==> src/rtl/nibble_serial_subtractor_if.sv <==
// Handshake and operand/result bundle for the nibble-serial subtractor.
// The master issues operands; the slave returns difference and flags.
interface nibble_serial_subtractor_if #(
   parameter int WIDTH = 16
);
   logic             start;
   logic [WIDTH-1:0] a;
   logic [WIDTH-1:0] b;
   logic             ready;
   logic             done;
   logic [WIDTH-1:0] diff;
   logic             borrow;
   logic             overflow;
   logic             zero;

   modport master (
      output start, a, b,
      input  ready, done, diff, borrow, overflow, zero
   );

   modport slave (
      input  start, a, b,
      output ready, done, diff, borrow, overflow, zero
   );
endinterface

==> src/rtl/nibble_serial_subtractor.sv <==
// Two's-complement a - b, one 4-bit slice per clock through a single
// a + ~b + c adder slice with the inter-slice carry held in a register.
module nibble_serial_subtractor #(
   parameter int WIDTH = 16
) (
   input  logic clk,
   input  logic rst_n,
   nibble_serial_subtractor_if.slave sub_if
);
   localparam int N   = WIDTH / 4;
   localparam int IW  = (N > 1) ? $clog2(N) : 1;
   localparam int MSB = WIDTH - 1;

   typedef enum logic [1:0] {
      IDLE,
      RUN,
      DONE
   } state_e;

   state_e           state_q, state_d;
   logic [WIDTH-1:0] a_q, a_d;
   logic [WIDTH-1:0] b_q, b_d;
   logic [WIDTH-1:0] diff_q, diff_d;
   logic [IW-1:0]    idx_q, idx_d;
   logic             carry_q, carry_d;
   logic             borrow_q, borrow_d;
   logic             ovf_q, ovf_d;
   logic             zero_q, zero_d;

   logic [WIDTH-1:0] a_sh;
   logic [WIDTH-1:0] b_sh;
   logic [4:0]       sum;
   logic             accept;

   always_comb begin
      a_sh   = a_q >> {idx_q, 2'b00};
      b_sh   = b_q >> {idx_q, 2'b00};
      sum    = {1'b0, a_sh[3:0]} + {1'b0, ~b_sh[3:0]} + {4'b0, carry_q};
      accept = sub_if.start && (state_q != RUN);

      state_d  = state_q;
      a_d      = a_q;
      b_d      = b_q;
      diff_d   = diff_q;
      idx_d    = idx_q;
      carry_d  = carry_q;
      borrow_d = borrow_q;
      ovf_d    = ovf_q;
      zero_d   = zero_q;

      unique case (state_q)
         IDLE: begin
            if (sub_if.start) state_d = RUN;
         end
         RUN: begin
            for (int i = 0; i < N; i++) begin
               if (idx_q == IW'(i)) diff_d[i*4 +: 4] = sum[3:0];
            end
            carry_d = sum[4];
            idx_d   = idx_q + 1'b1;
            // Flags are taken from the fully assembled result only.
            if (idx_q == IW'(N - 1)) begin
               state_d  = DONE;
               borrow_d = ~sum[4];
               ovf_d    = (a_q[MSB] != b_q[MSB]) &&
                          (diff_d[MSB] != a_q[MSB]);
               zero_d   = (diff_d == '0);
            end
         end
         DONE: begin
            state_d = sub_if.start ? RUN : IDLE;
         end
         default: state_d = IDLE;
      endcase

      if (accept) begin
         a_d     = sub_if.a;
         b_d     = sub_if.b;
         carry_d = 1'b1;
         idx_d   = '0;
      end
   end

   always_ff @(posedge clk) begin
      if (!rst_n) begin
         state_q  <= IDLE;
         a_q      <= '0;
         b_q      <= '0;
         diff_q   <= '0;
         idx_q    <= '0;
         carry_q  <= 1'b0;
         borrow_q <= 1'b0;
         ovf_q    <= 1'b0;
         zero_q   <= 1'b0;
      end else begin
         state_q  <= state_d;
         a_q      <= a_d;
         b_q      <= b_d;
         diff_q   <= diff_d;
         idx_q    <= idx_d;
         carry_q  <= carry_d;
         borrow_q <= borrow_d;
         ovf_q    <= ovf_d;
         zero_q   <= zero_d;
      end
   end

   assign sub_if.ready    = (state_q != RUN);
   assign sub_if.done     = (state_q == DONE);
   assign sub_if.diff     = diff_q;
   assign sub_if.borrow   = borrow_q;
   assign sub_if.overflow = ovf_q;
   assign sub_if.zero     = zero_q;
endmodule
==> src/flat_wrapper.sv <==
// flat-port wrapper written by rule: the top's interface ports become plain ports
module nibble_serial_subtractor_flat 
#(
   parameter int WIDTH = 16
)
  (clk, rst_n, sub_if_start, sub_if_a, sub_if_b, sub_if_ready, sub_if_done, sub_if_diff, sub_if_borrow, sub_if_overflow, sub_if_zero);
  nibble_serial_subtractor_if #(.WIDTH(WIDTH)) sub_if_i ();
  input  logic clk;
  input  logic rst_n;
  input wire logic [$bits(sub_if_i.start)-1:0] sub_if_start;
  input wire logic [$bits(sub_if_i.a)-1:0] sub_if_a;
  input wire logic [$bits(sub_if_i.b)-1:0] sub_if_b;
  output wire logic [$bits(sub_if_i.ready)-1:0] sub_if_ready;
  output wire logic [$bits(sub_if_i.done)-1:0] sub_if_done;
  output wire logic [$bits(sub_if_i.diff)-1:0] sub_if_diff;
  output wire logic [$bits(sub_if_i.borrow)-1:0] sub_if_borrow;
  output wire logic [$bits(sub_if_i.overflow)-1:0] sub_if_overflow;
  output wire logic [$bits(sub_if_i.zero)-1:0] sub_if_zero;
  assign sub_if_i.start = sub_if_start;
  assign sub_if_i.a = sub_if_a;
  assign sub_if_i.b = sub_if_b;
  assign sub_if_ready = sub_if_i.ready;
  assign sub_if_done = sub_if_i.done;
  assign sub_if_diff = sub_if_i.diff;
  assign sub_if_borrow = sub_if_i.borrow;
  assign sub_if_overflow = sub_if_i.overflow;
  assign sub_if_zero = sub_if_i.zero;
  nibble_serial_subtractor #(.WIDTH(WIDTH)) u_core (.clk(clk), .rst_n(rst_n), .sub_if(sub_if_i));
endmodule
==> config.mk <==
export PLATFORM = sky130hd
export DESIGN_NAME = nibble_serial_subtractor_flat
export DESIGN_NICKNAME = d
export VERILOG_FILES = /design/src/rtl/nibble_serial_subtractor_if.sv /design/src/rtl/nibble_serial_subtractor.sv /design/src/flat_wrapper.sv
export SDC_FILE = /design/constraint.sdc
export NUM_CORES = 1
export LEC_CHECK = 0
export ABC_AREA = 1
export CORE_MARGIN = 4
export CORE_UTILIZATION = 40
export DETAILED_ROUTE_END_ITERATION = 10
export SLEW_MARGIN = 20
export SYNTH_ARGS = -nofsm -noshare
export SYNTH_HDL_FRONTEND = slang
export SYNTH_SLANG_ARGS = --single-unit
==> constraint.sdc <==
create_clock -name clk -period 3.2 [get_ports clk]
set_input_delay 0.32 -clock clk [delete_from_list [all_inputs] [get_ports clk]]
set_output_delay 0.32 -clock clk [all_outputs]
set_load 0.02 [all_outputs]
==> results of run 1 <==
[kinds of logic after synthesis]
| logic type | Yosys count |
|---|---|
| compound gates | 95 |
| flops | 56 |
| simple gates | 172 |
| xor+xnor | 1 |
| buf+inv | 53 |
| fa+ha+maj | 9 |
[worst reg2reg max path: stages (launching register included)]
cell and delay (ps):
dfxtp_1 550, buf_4 240, o21ai_0 100, o22ai_1 210, fa_1 250, inv_1 60
fa_1 520, nand2_1 60, o21ai_0 140, nand3_2 100, nor2_1 140, nand3_1 90
nor2_1 90, nand2_1 70, a21oi_2 100
[routing by layer]
metal | up-vias | part of all wire (%) | global-route usage, %
li1 | 1347 | - | -
met1 | 1133 | 49 | 22.1
met2 | 35 | 47 | 29.3
met3 | 6 | 2.7 | 3.42
met4 | 0 | 1.1 | 4.21
met5 | - | 0 | 0
[sequential cells by signal, indices dropped and copies added, names as in the netlist]
signal                  count
u_core.sub_if.diff         16
u_core.b_q                 16
u_core.carry_q              1
u_core.sub_if.overflow      1
u_core.sub_if.zero          1
u_core.idx_q                2
u_core.state_q              2
u_core.sub_if.borrow        1
u_core.a_q                 16
[cells in the final DEF (no fill, tap or decap), drive strengths merged]
master | synthesis | final
a211oi | 1 | 1
a21oi | 21 | 21
a31oi | 2 | 2
a32o | 2 | 2
a32oi | 2 | 2
buf | 9 | 3
clkbuf | 10 | 5
clkdlybuf4s50 | 0 | 55
clkinv | 0 | 1
clkinvlp | 0 | 1
dfxtp | 56 | 56
fa | 2 | 2
ha | 7 | 7
inv | 34 | 34
nand2 | 65 | 65
nand3 | 17 | 17
nor2 | 85 | 85
nor3 | 2 | 2
o211ai | 4 | 4
o21a | 1 | 1
o21ai | 58 | 58
o21bai | 1 | 1
o22ai | 3 | 3
or2 | 3 | 3
xor2 | 1 | 1
[per-stage QoR]
step | hold slack (ps) | util, % | cell area [um2] | setup WS (ps) | instances
after floorplan | 455 | - | 2710 | 529 | 386
after global placement | 478 | 51.0 | 3300 | 555 | 502
after detailed placement | 480 | 51.0 | 3300 | 449 | 502
after CTS | 495 | 52.3 | 3380 | 405 | 509
after global routing | 519 | 52.3 | 3380 | 75.7 | 509
final | 491 | 52.3 | 3380 | 398 | 509
[cell type report]
cell class / instances / area, um2
sequential: 56 / 1120
inverter: 34 / 128
fill: 651 / 3080
clock inverter: 2 / 12.5
clock buffer: 5 / 68.8
tap: 77 / 96.3
timing repair buffer: 58 / 573
multi-input combinational: 277 / 1380
[worst min path at each step]
stage                                              from                             endpoint  slack (ps)  cells after the start
finish              u_core.sub_if.diff[13]$_SDFFE_PN0P_  u_core.sub_if.diff[13]$_SDFFE_PN0P_         490                      2
global route            u_core.sub_if.zero$_SDFFE_PN0P_      u_core.sub_if.zero$_SDFFE_PN0P_         520                      2
CTS                     u_core.sub_if.zero$_SDFFE_PN0P_      u_core.sub_if.zero$_SDFFE_PN0P_         490                      2
detailed placement      u_core.sub_if.zero$_SDFFE_PN0P_      u_core.sub_if.zero$_SDFFE_PN0P_         480                      2
global placement    u_core.sub_if.diff[13]$_SDFFE_PN0P_  u_core.sub_if.diff[13]$_SDFFE_PN0P_         480                      2
floorplan                                   sub_if_a[0]           u_core.a_q[0]$_SDFFE_PN0P_         450                      2
[power breakdown]
group          internal [mW]  switching, mW
clock                  0.149          0.231
sequential             0.750         0.0363
combinational          0.172          0.248
==> flow_metrics.env, run 1 <==
export IMPL_clock_latency_ps=310
export IMPL_startpoint="u_core.idx_q[0]$_SDFFE_PP0P_"
export IMPL_max_cap_violations=0
export IMPL_grt_pass1_vias=2464
export IMPL_period_minus_slack_ps=2800
export IMPL_tritoncts="yes"
export IMPL_first_pass_iters=4
export IMPL_ctsResizeCount=0
export IMPL_max_freq_mhz=357
export IMPL_cts_sinks=56
export IMPL_pin_count=56
export IMPL_cp_slowest_cell="dfxtp_1"
export IMPL_required_ps=3450
export IMPL_r2r_setup_slack_ps=400
export IMPL_synth_top_family_by_area="simple AND/OR/NAND/NOR gates"
export IMPL_peakVddDrop_mv=0.176
export IMPL_rsz0062_at_grt="no"
export IMPL_syn_area_um2=2710
export IMPL_synthSimpleGateAreaFrac_pct=26.6
export IMPL_setup_tns_final_ps=0
export IMPL_dieArea_um2=8150
export IMPL_r2r_start="u_core.idx_q[0]$_SDFFE_PP0P_"
export IMPL_synth_edff_count=0
export IMPL_cp_num_buf_inv=2
export IMPL_holdBufCountCts=0
export IMPL_crit_path_start_kind="register"
export IMPL_maxSlewViolCount=0
export IMPL_synthArstFlopShare_pct=0
export IMPL_crit_family="adder cells"
export IMPL_critPathCapture="u_core.sub_if.zero$_SDFFE_PN0P_"
export IMPL_syn_num_nets=430
export IMPL_tightest_slew_ps=671
export IMPL_htreeDepth=2
export IMPL_synth_compound_area_share_pct=19.2
export IMPL_wirelength_um=6800
export IMPL_ys_warn_count=0
export IMPL_placementRows=29
export IMPL_relSlewSlack_pct=55.1
export IMPL_ys_seq_area_share_pct=41.4
export IMPL_die_w_um=90.3
export IMPL_avgSynthCellArea_um2=7.02
export IMPL_synth_xor_area_share_pct=0.323
export IMPL_gp_congestion=0.797
export IMPL_synth_mux_area_fraction_pct=0
export IMPL_drt_iter0_markers=109
export IMPL_drtAntennaViolNets=0
export IMPL_crit_type="reg -> reg"
export IMPL_yosys_most_used_dff="dfxtp_1"
export IMPL_power_density_nw_per_um2=470
export IMPL_dp_hpwl_um=5010
export IMPL_skew_ps=11.1
export IMPL_p_total_mw=1.59
export IMPL_ys_ff_latch=56
export IMPL_cp_max_fo=11
export IMPL_reg2reg_depth=14
export IMPL_synthDistinctLibCells=31
export IMPL_start_util_pct=41.9
export IMPL_placeableCoreArea_um2=6460
export IMPL_path_cells="buf_4 -> o21ai_0 -> o22ai_1 -> fa_1 -> inv_1 -> fa_1 -> nand2_1 -> o21ai_0 -> nand3_2 -> nor2_1 -> nand3_1 -> nor2_1 -> nand2_1 -> a21oi_2"
export IMPL_fin_crit_sh_pct=87.6
export IMPL_slowest_delay_ps=550
export IMPL_post_cts_buffers=0
export IMPL_num_vias=2521
export IMPL_final_nets=476
export IMPL_grt_ovfl_total=0
export IMPL_track_usage_pct=17.1
export IMPL_synthAdderAreaFrac_pct=4.71
export IMPL_synthToLayoutAreaGrowth_pct=24.7
export IMPL_wl_per_cell_um=13.4
export IMPL_setup_viol=0
export IMPL_io_buffers=55
export IMPL_synthTopCellsByArea="dfxtp_1 (41%), nor2_1 (11%), o21ai_0 (9.6%)"
export IMPL_grt_max_degree=35
export IMPL_outcome="finished, final reports clean"
export IMPL_synth_most_common_cell="nor2_1"
export IMPL_leakage_nw=1.48
export IMPL_arrival_ps=3050
export IMPL_clk_root_buffer_cell="clkbuf_8"
export IMPL_grt_antenna_before_repair=0
export IMPL_yosys_top_cells_count="nor2_1 (81), nand2_1 (63), dfxtp_1 (56)"
export IMPL_drive_above_1_share_pct=6.48
export IMPL_cp_depth=14
export IMPL_finalHoldViolCount=0
export IMPL_clk_pin_slew_ps=100
export IMPL_grt_pass1_wl_um=11700
export IMPL_drc=0
export IMPL_cts_buffers=5
export IMPL_die_height_um=90.3
export IMPL_via_per_inst=4.95
export IMPL_yosysTopAreaCellShare_pct=41.4
export IMPL_syn_inst=386
export IMPL_yosysTopAreaCell="dfxtp_1"
export IMPL_worstReg2RegEnd="u_core.sub_if.zero$_SDFFE_PN0P_"
export IMPL_clk_path_buf_depth=2
export IMPL_critPathCaptureType="register"
export IMPL_diodes=0
export IMPL_hp_class="reg -> reg"
(Power assumes the default switching activity.)
==> run 2: changes to the inputs <==
- CTS_CLUSTER_SIZE: unset -> 12
==> results of run 2 <==
Final layout, timing and power as in run 1 (identical DEF).
